--- src/rtl/viti_pkg.sv ---
// Shared definitions for the VITI command receiver.
// Holds the frame constants, the parser and run-FSM state encodings and the
// frame checksum helper used by the parser.
package viti_pkg;

  localparam logic [7:0] SYNC      = 8'hA5;
  localparam logic [7:0] OPC_START = 8'h01;
  localparam logic [7:0] OPC_ABORT = 8'h02;

  typedef enum logic [1:0] {
    P_HUNT,
    P_OPC,
    P_ARG,
    P_CHK
  } parser_state_e;

  typedef enum logic [1:0] {
    R_IDLE,
    R_TRIG,
    R_WAIT_DONE
  } run_state_e;

  // Checksum byte a well-formed frame must carry.
  function automatic logic [7:0] frame_chk(input logic [7:0] opc, input logic [7:0] arg);
    return SYNC ^ opc ^ arg;
  endfunction

endpackage

--- src/rtl/viti_frame_parser.sv ---
// Four-byte frame parser: SYNC, OPC, ARG, CHK.
// Ports:
//   clk, reset   - rising-edge clock, synchronous active-high reset
//   byte_valid   - one-cycle strobe for byte_data
//   byte_data    - received byte
//   flush        - inter-byte timeout; returns the parser to P_HUNT and
//                  discards any byte presented in the same cycle
//   state        - current parser state (drives the inter-byte timer)
//   frame_valid  - strobe, same cycle as the CHK byte, checksum matched;
//                  opc/arg hold the frame contents while it is high
//   frame_bad    - strobe, same cycle as the CHK byte, checksum mismatch
//   opc, arg     - captured opcode and argument bytes
module viti_frame_parser
  import viti_pkg::*;
(
  input  logic          clk,
  input  logic          reset,
  input  logic          byte_valid,
  input  logic [7:0]    byte_data,
  input  logic          flush,
  output parser_state_e state,
  output logic          frame_valid,
  output logic          frame_bad,
  output logic [7:0]    opc,
  output logic [7:0]    arg
);

  parser_state_e state_q, state_d;
  logic [7:0]    opc_q, arg_q;
  logic          take;

  assign take  = byte_valid && !flush;
  assign state = state_q;
  assign opc   = opc_q;
  assign arg   = arg_q;

  // NOTE: sequential state uses non-blocking assignments so every register
  // samples pre-edge values regardless of statement order.
  always_ff @(posedge clk) begin
    if (reset) begin
      state_q <= P_HUNT;
      opc_q   <= '0;
      arg_q   <= '0;
    end else begin
      state_q <= state_d;
      if (take && state_q == P_OPC) opc_q <= byte_data;
      if (take && state_q == P_ARG) arg_q <= byte_data;
    end
  end

  always_comb begin
    // NOTE: every output of this block gets a default first; a path that
    // leaves one unassigned would infer a latch.
    state_d     = state_q;
    frame_valid = 1'b0;
    frame_bad   = 1'b0;
    if (flush) begin
      state_d = P_HUNT;
    end else if (byte_valid) begin
      unique case (state_q)
        P_HUNT: if (byte_data == SYNC) state_d = P_OPC;
        // Once synced, every byte is payload, SYNC included: no resync.
        P_OPC:  state_d = P_ARG;
        P_ARG:  state_d = P_CHK;
        P_CHK: begin
          state_d = P_HUNT;
          if (byte_data == frame_chk(opc_q, arg_q)) frame_valid = 1'b1;
          else                                      frame_bad   = 1'b1;
        end
        default: state_d = P_HUNT;
      endcase
    end
  end

endmodule

--- src/rtl/viti_cmd_rx.sv ---
// UART command receiver driving a burst of capture runs.
// A START frame launches N trigger/busy handshakes with the capture engine;
// ABORT stops the burst after the run in progress.
// Ports:
//   clk, reset     - rising-edge clock, synchronous active-high reset
//   uart_rx_DV     - one-cycle strobe for uart_rx_Byte
//   uart_rx_Byte   - received byte
//   busy           - capture/transfer engine busy flag
//   sampling_trig  - trigger level, high only in R_TRIG
//   run_active     - burst in progress
//   runs_done      - runs completed in the current or last burst
//   cmd_ok         - one-cycle pulse, frame accepted
//   cmd_reject     - one-cycle pulse, bad/unknown/disallowed frame or timeout
//   err_count      - saturating count of cmd_reject pulses
module viti_cmd_rx
  import viti_pkg::*;
#(
  parameter int BYTE_TIMEOUT = 96000,
  parameter int BUSY_TIMEOUT = 1024
) (
  input  logic       clk,
  input  logic       reset,
  input  logic       uart_rx_DV,
  input  logic [7:0] uart_rx_Byte,
  input  logic       busy,
  output logic       sampling_trig,
  output logic       run_active,
  output logic [7:0] runs_done,
  output logic       cmd_ok,
  output logic       cmd_reject,
  output logic [7:0] err_count
);

  localparam int GAP_W = $clog2(BYTE_TIMEOUT + 1);
  localparam int BSY_W = $clog2(BUSY_TIMEOUT + 1);

  parser_state_e p_state;
  logic          frame_valid, frame_bad;
  logic [7:0]    opc, arg;

  run_state_e    run_q, run_d;
  logic [7:0]    remaining;
  logic          abort_pend;
  logic          rej_pend;
  logic [GAP_W-1:0] gap_cnt;
  logic [BSY_W-1:0] busy_cnt;

  logic byte_timeout, busy_timeout, run_done;
  logic start_acc, abort_acc, ok_evt, rej_evt;

  // The timeout is presented as a flush so it wins over a coincident byte.
  viti_frame_parser u_parser (
    .clk         (clk),
    .reset       (reset),
    .byte_valid  (uart_rx_DV),
    .byte_data   (uart_rx_Byte),
    .flush       (byte_timeout),
    .state       (p_state),
    .frame_valid (frame_valid),
    .frame_bad   (frame_bad),
    .opc         (opc),
    .arg         (arg)
  );

  assign run_active    = (run_q != R_IDLE);
  assign sampling_trig = (run_q == R_TRIG);

  // gap_cnt counts idle cycles since the last byte of a partial frame; when
  // it has reached BYTE_TIMEOUT, the next cycle without a byte is too late.
  assign byte_timeout = (p_state != P_HUNT) && (gap_cnt == GAP_W'(BYTE_TIMEOUT));

  // Trigger has been high for BUSY_TIMEOUT cycles once this fires.
  assign busy_timeout = (run_q == R_TRIG) && !busy &&
                        (busy_cnt == BSY_W'(BUSY_TIMEOUT - 1));

  assign start_acc = frame_valid && (opc == OPC_START) && (arg != 8'd0) && !run_active;
  assign abort_acc = frame_valid && (opc == OPC_ABORT);
  assign ok_evt    = start_acc || abort_acc;
  assign rej_evt   = (frame_valid && !ok_evt) || frame_bad || byte_timeout ||
                     busy_timeout || rej_pend;

  always_comb begin
    run_d    = run_q;
    run_done = 1'b0;
    unique case (run_q)
      R_IDLE: if (start_acc) run_d = R_TRIG;
      R_TRIG: begin
        if (busy)              run_d = R_WAIT_DONE;
        else if (busy_timeout) run_d = R_IDLE;
      end
      R_WAIT_DONE: begin
        if (!busy) begin
          run_done = 1'b1;
          // An ABORT landing in this very cycle still counts as pending.
          if (remaining > 8'd1 && !(abort_pend || abort_acc)) run_d = R_TRIG;
          else                                                run_d = R_IDLE;
        end
      end
      default: run_d = R_IDLE;
    endcase
  end

  always_ff @(posedge clk) begin
    if (reset) begin
      run_q      <= R_IDLE;
      remaining  <= '0;
      runs_done  <= '0;
      abort_pend <= 1'b0;
      rej_pend   <= 1'b0;
      gap_cnt    <= '0;
      busy_cnt   <= '0;
      cmd_ok     <= 1'b0;
      cmd_reject <= 1'b0;
      err_count  <= '0;
    end else begin
      run_q <= run_d;

      if (start_acc) begin
        remaining <= arg;
        runs_done <= '0;
      end else if (run_done) begin
        // runs_done never exceeds the loaded N, so it cannot wrap.
        remaining <= remaining - 8'd1;
        runs_done <= runs_done + 8'd1;
      end

      if (run_d == R_IDLE)  abort_pend <= 1'b0;
      else if (abort_acc)   abort_pend <= 1'b1;

      if (p_state == P_HUNT || uart_rx_DV || byte_timeout) gap_cnt <= '0;
      else                                                 gap_cnt <= gap_cnt + 1'b1;

      if (run_q == R_TRIG && run_d == R_TRIG) busy_cnt <= busy_cnt + 1'b1;
      else                                    busy_cnt <= '0;

      // cmd_ok and cmd_reject are never raised together: a timeout that
      // coincides with an accepted frame is reported one cycle later.
      cmd_ok <= ok_evt;
      if (ok_evt) begin
        cmd_reject <= 1'b0;
        rej_pend   <= rej_evt;
      end else begin
        cmd_reject <= rej_evt;
        rej_pend   <= 1'b0;
        if (rej_evt && err_count != 8'hFF) err_count <= err_count + 8'd1;
      end
    end
  end

endmodule

--- config.mk ---
export PLATFORM = sky130hd
export DESIGN_NAME = viti_cmd_rx
export DESIGN_NICKNAME = d
export VERILOG_FILES = /design/src/rtl/viti_pkg.sv /design/src/rtl/viti_frame_parser.sv /design/src/rtl/viti_cmd_rx.sv
export SDC_FILE = /design/constraint.sdc
export NUM_CORES = 1
export LEC_CHECK = 0
export CAP_MARGIN = 40
export CORE_UTILIZATION = 57
export DETAILED_ROUTE_END_ITERATION = 12
export PLACE_DENSITY = 0.79
export SYNTH_ARGS = -nofsm -noshare
export SYNTH_HDL_FRONTEND = slang
export SYNTH_SLANG_ARGS = --single-unit
export TNS_END_PERCENT = 20
--- constraint.sdc ---
create_clock -name clk -period 2.77 [get_ports clk]
set_clock_uncertainty 0.05 [all_clocks]
set_input_delay 0.554 -clock clk [delete_from_list [all_inputs] [get_ports clk]]
set_output_delay 0.554 -clock clk [all_outputs]
set_load 0.01 [all_outputs]
==> implementation parameters <==
Parameter                              Value

Critical path
  Crit path cell chain ... clkdlybuf4s50_1, xnor3_1, nor4_1, o2111a_2, nand2_2, buf_4, buf_4, a211oi_2
  Arrival time of data at the critical path endpoint ... ~2.7 ns
  Kind of cell adding the most delay to the critical path ... buffers and inverters
  RR Endpoint ... err_count[3]$_SDFFE_PP0P_
  Setup CP Type ... primary input to flip-flop
  Count of cells along the worst register-to-register path ... 9
  Most used cell along the critical path ... sky130_fd_sc_hd__buf_4
  Crit Path Max Fanout ... 8
  Worst reg2reg path startpoint ... u_parser.state[0]$_SDFFE_PP0P_
  Required time worst endpoint ... 2.99 ns
  Critical path depth in cells ... 8
  Critical path's largest stage delay ... 0.50 ns
  Worst setup startpoint ... uart_rx_Byte[0]
  Number of buffer and inverter stages on the critical path ... 3
  End point of the critical path ... remaining[2]$_SDFFE_PP0P_
  Library cell contributing the largest single delay on the critical path ... sky130_fd_sc_hd__clkdlybuf4s50_1
  Startpoint Class ... primary input
  Crit path capture type ... flip-flop
  Flop2flop setup slack ... 0.28 ns

Placement
  DP Cell Count ... between 500 and 600
  Post-place instance area ... roughly 0.0042 mm²
  Buffers on Ports ... 31
  Worst setup timing slack at the placement stage ... -0.0995 ns
  Half-perimeter wire length after placement ... roughly 5.4 mm
  Weighted congestion reported at the end of routability-driven placement ... 0.808

Finish
  Commonest non-fill, non-tap cell in the layout ... sky130_fd_sc_hd__dfxtp_1
  Highest-count cells in the layout ignoring fill and taps ... 76 x sky130_fd_sc_hd__dfxtp_1, 70 x sky130_fd_sc_hd__nor2_1, 31 x sky130_fd_sc_hd__clkdlybuf4s50_1
  Final non-filler cell area ... 0.00438 mm²
  Synth-to-layout area growth ... 18.8%
  Diode insertion count for antenna repair ... 0
  Non-filler cells in the finished layout ... 517
  Final net count ... 462
  Multi-input gate area ... 0.00207 mm²
  Fillcell total ... about 470
  Storage element area ... 0.00152 mm²
  Layout cell share with drive strength beyond 1 ... a little under an eighth
  Final core utilization ... between 70% and 80%

Power and ir drop
  Leakage Power ... 1.76 nW
  Maximum vdd ir drop ... 0.000411 V
  Power density over cell area ... 456 mW/mm²

Floorplan
  Vertical extent of the die ... around 82 µm
  Std-Cell Core Area ... 0.00606 mm²
  Die width ... 82.4 µm
  Overall die area ... 0.00679 mm²
  Floorplan row count ... 28
  Starting density of the core ... between 60% and 70%
  Ports ... 32

Synthesis
  Cells after synthesis ... 388
  Synth cell types ... 53
  Post-synthesis share of cell area spent on and, or, nand and nor gates ... between 20% and 30%
  Cell types occupying the most area after synthesis ... sky130_fd_sc_hd__dfxtp_1 41%, sky130_fd_sc_hd__nor2_1 7.1%, sky130_fd_sc_hd__mux2i_1 5.2%
  Post-Synth Adder-Cell Area ... under 10%
  Warnings, synthesis ... 0
  Cell type with the highest aggregate area in the netlist ... sky130_fd_sc_hd__dfxtp_1
  Synth top area share ... 41.3%
  Sequential-to-total area share from yosys stat ... approximately two fifths
  Multiplexer share of the synthesized area ... ~5.5%
  Synthesized net count ... 411
  Most used flip-flop cell after synthesis ... sky130_fd_sc_hd__dfxtp_1
  Largest family of logic cells by synthesized area ... simple AND/OR/NAND/NOR gates
  Compound-cell area share of the yosys netlist ... approximately a tenth
  Number of flops mapped to enable cells by yosys ... 0
  Async set or reset register ratio after synthesis ... 0%
  Post-synthesis share of cell area spent on xor and xnor gates ... 13.1%
  Syn Area/Cell ... around 9.5 µm²
  Post-Syn Area ... 0.00368 mm²
  Synth Register Bits ... 76

GRT
  Number of antenna violations at the first check in global routing ... 0
  Sum of overflow across all layers after global routing ... 0
  Global-route wire length before repair ... approximately 12 mm
  Total global-route track usage ... 23.9%
  Via count of the first global-routing pass ... 2597
  Pin count of the biggest net entering global routing ... 23

Clock tree
  Buffer type at the clock tree root ... sky130_fd_sc_hd__clkbuf_8
  Clock input transition at the sequential cells of the worst setup and hold paths ... 0.07 ns
  Clock buffers created by TritonCTS ... 9
  Insertion delay to the later sink of the worst-skew pair ... approximately 0.35 ns
  Clock tree from TritonCTS ... built
  CTS H-tree lvls ... 3
  Hold buffer count at cts ... 0
  Bufs on Longest Clock Path ... 2
  Buffer count from post-CTS setup fixing ... 0
  Clock sinks ... 76
  Number of resized instances in the post-cts repair step ... 0

STA
  Final hold violations ... 0
  Unrepaired setup endpoints after global routing ... no
  Final Slew Violations ... 0
  Worst max-slew margin expressed relative to the limit ... 56.4%
  Minimum setup slack in the final design ... about 0.25 ns
  Final min period ... roughly 2.5 ns
  Final-report setup violation count ... 0
  Maximum clock frequency ... 397 MHz
  Actual slew at the worst max-slew pin ... 0.652 ns
  Period Utilization, post-route ... 90.9%

Drt
  Vias post-DR ... between 2000 and 3000
  Total Wirelength ... 7.57 mm
  Routed len/inst ... 14.6 µm
  Number of DRC violations after detailed-routing iteration 0 ... 95
  Number of nets with antenna violations after detailed routing ... 0
  DRC violations left ... 0
  Vias per Instance ... around 5.6
  First drt pass iteration count ... 4

Min path
  Class of the worst hold path ... flip-flop to flip-flop

Outcome
  Run status ... finished, final reports clean

Job
  Count of max-cap constraint violations ... 0
## power by group
| group | total, mW | switching (mW) | internal (mW) | leakage (nW) |
|---|---|---|---|---|
| clock network | 0.832 | 0.378 | 0.455 | 0.0983 |
| registers | 1.09 | 0.000363 | 1.09 | 0.612 |
| logic | 0.0695 | 0.0310 | 0.0385 | 1.05 |
| total | 1.99 | 0.409 | 1.59 | 1.76 |
## state kept, by name, summed over array words and instances (netlist names)
register        flops
abort_pend          1
busy_cnt           11
cmd_ok              1
cmd_reject          1
err_count           8
gap_cnt            17
rej_pend            1
remaining           8
run_q               2
runs_done           8
u_parser.arg        8
u_parser.opc        8
u_parser.state      2
## kinds of logic (layout without fill, tap and decap cells)
kind of cell    count (synthesis)  after routing
flops                          76             76
fa+ha+maj                      11             11
simple gates                  173            173
buf+inv                        21             75
mux                            20             20
xor+xnor                       42             42
compound gates                 45             45
## metrics by stage
step | hold slack (ns) | total power, mW | TNS [ns]
floorplan | 0.363 | 1.15 | 0
CTS | 0.422 | 2.01 | 0
global placement | 0.373 | 1.19 | -0.145
detailed placement | 0.384 | 1.19 | -0.525
global route | 0.433 | 2.06 | 0
finish | 0.417 | 1.99 | 0
## worst min path at each step
stage | startpoint | end | slack [ns] | cells past startpoint
after CTS | busy_cnt[0]$_SDFF_PP0_ | busy_cnt[0]$_SDFF_PP0_ | 0.42 | 1
after global routing | busy_cnt[0]$_SDFF_PP0_ | busy_cnt[0]$_SDFF_PP0_ | 0.43 | 1
after floorplan | busy_cnt[0]$_SDFF_PP0_ | busy_cnt[0]$_SDFF_PP0_ | 0.36 | 1
final | busy_cnt[0]$_SDFF_PP0_ | busy_cnt[0]$_SDFF_PP0_ | 0.42 | 1
after detailed placement | busy_cnt[0]$_SDFF_PP0_ | busy_cnt[0]$_SDFF_PP0_ | 0.38 | 1
after global placement | busy_cnt[0]$_SDFF_PP0_ | busy_cnt[0]$_SDFF_PP0_ | 0.37 | 1
## cell type report
cell class                      count  area share, %
Sequential cell                    76           34.8
Clock inverter                      2          0.800
Multi-Input combinational cell    291           47.4
Tap cell                           75           2.14
Clock buffer                       12           3.54
Inverter                           10          0.858
Timing Repair Buffer               51           10.5
## worst register-to-register path, cell delays in order (launching register included)
cell,delay (ns)
sky130_fd_sc_hd__dfxtp_1,0.38
sky130_fd_sc_hd__inv_1,0.09
sky130_fd_sc_hd__ha_1,0.25
sky130_fd_sc_hd__nor2_1,0.18
sky130_fd_sc_hd__nand4_4,0.16
sky130_fd_sc_hd__o2111a_2,0.34
sky130_fd_sc_hd__o2bb2ai_4,0.15
sky130_fd_sc_hd__buf_4,0.19
sky130_fd_sc_hd__or4_1,0.50
sky130_fd_sc_hd__a21oi_1,0.14
## synth_stat cells (all sizes together), types with 10 or more instances
master / count
dfxtp: 76
inv: 10
and3: 12
nand2: 21
ha: 11
xor2: 20
mux2i: 19
a21oi: 14
nor3: 10
nor2: 70
nand3: 19
xnor2: 14
## layer usage
metal  global-route usage, %  routed length (µm)  vias up
met2                    37.9                3470       54
met5                       0                   0        -
li1                        -                   -     1470
met1                    31.1                3700     1379
met4                    8.25                 123        0
met3                    6.59                 273       10
No activity file was read; power rests on OpenSTA's default activity.
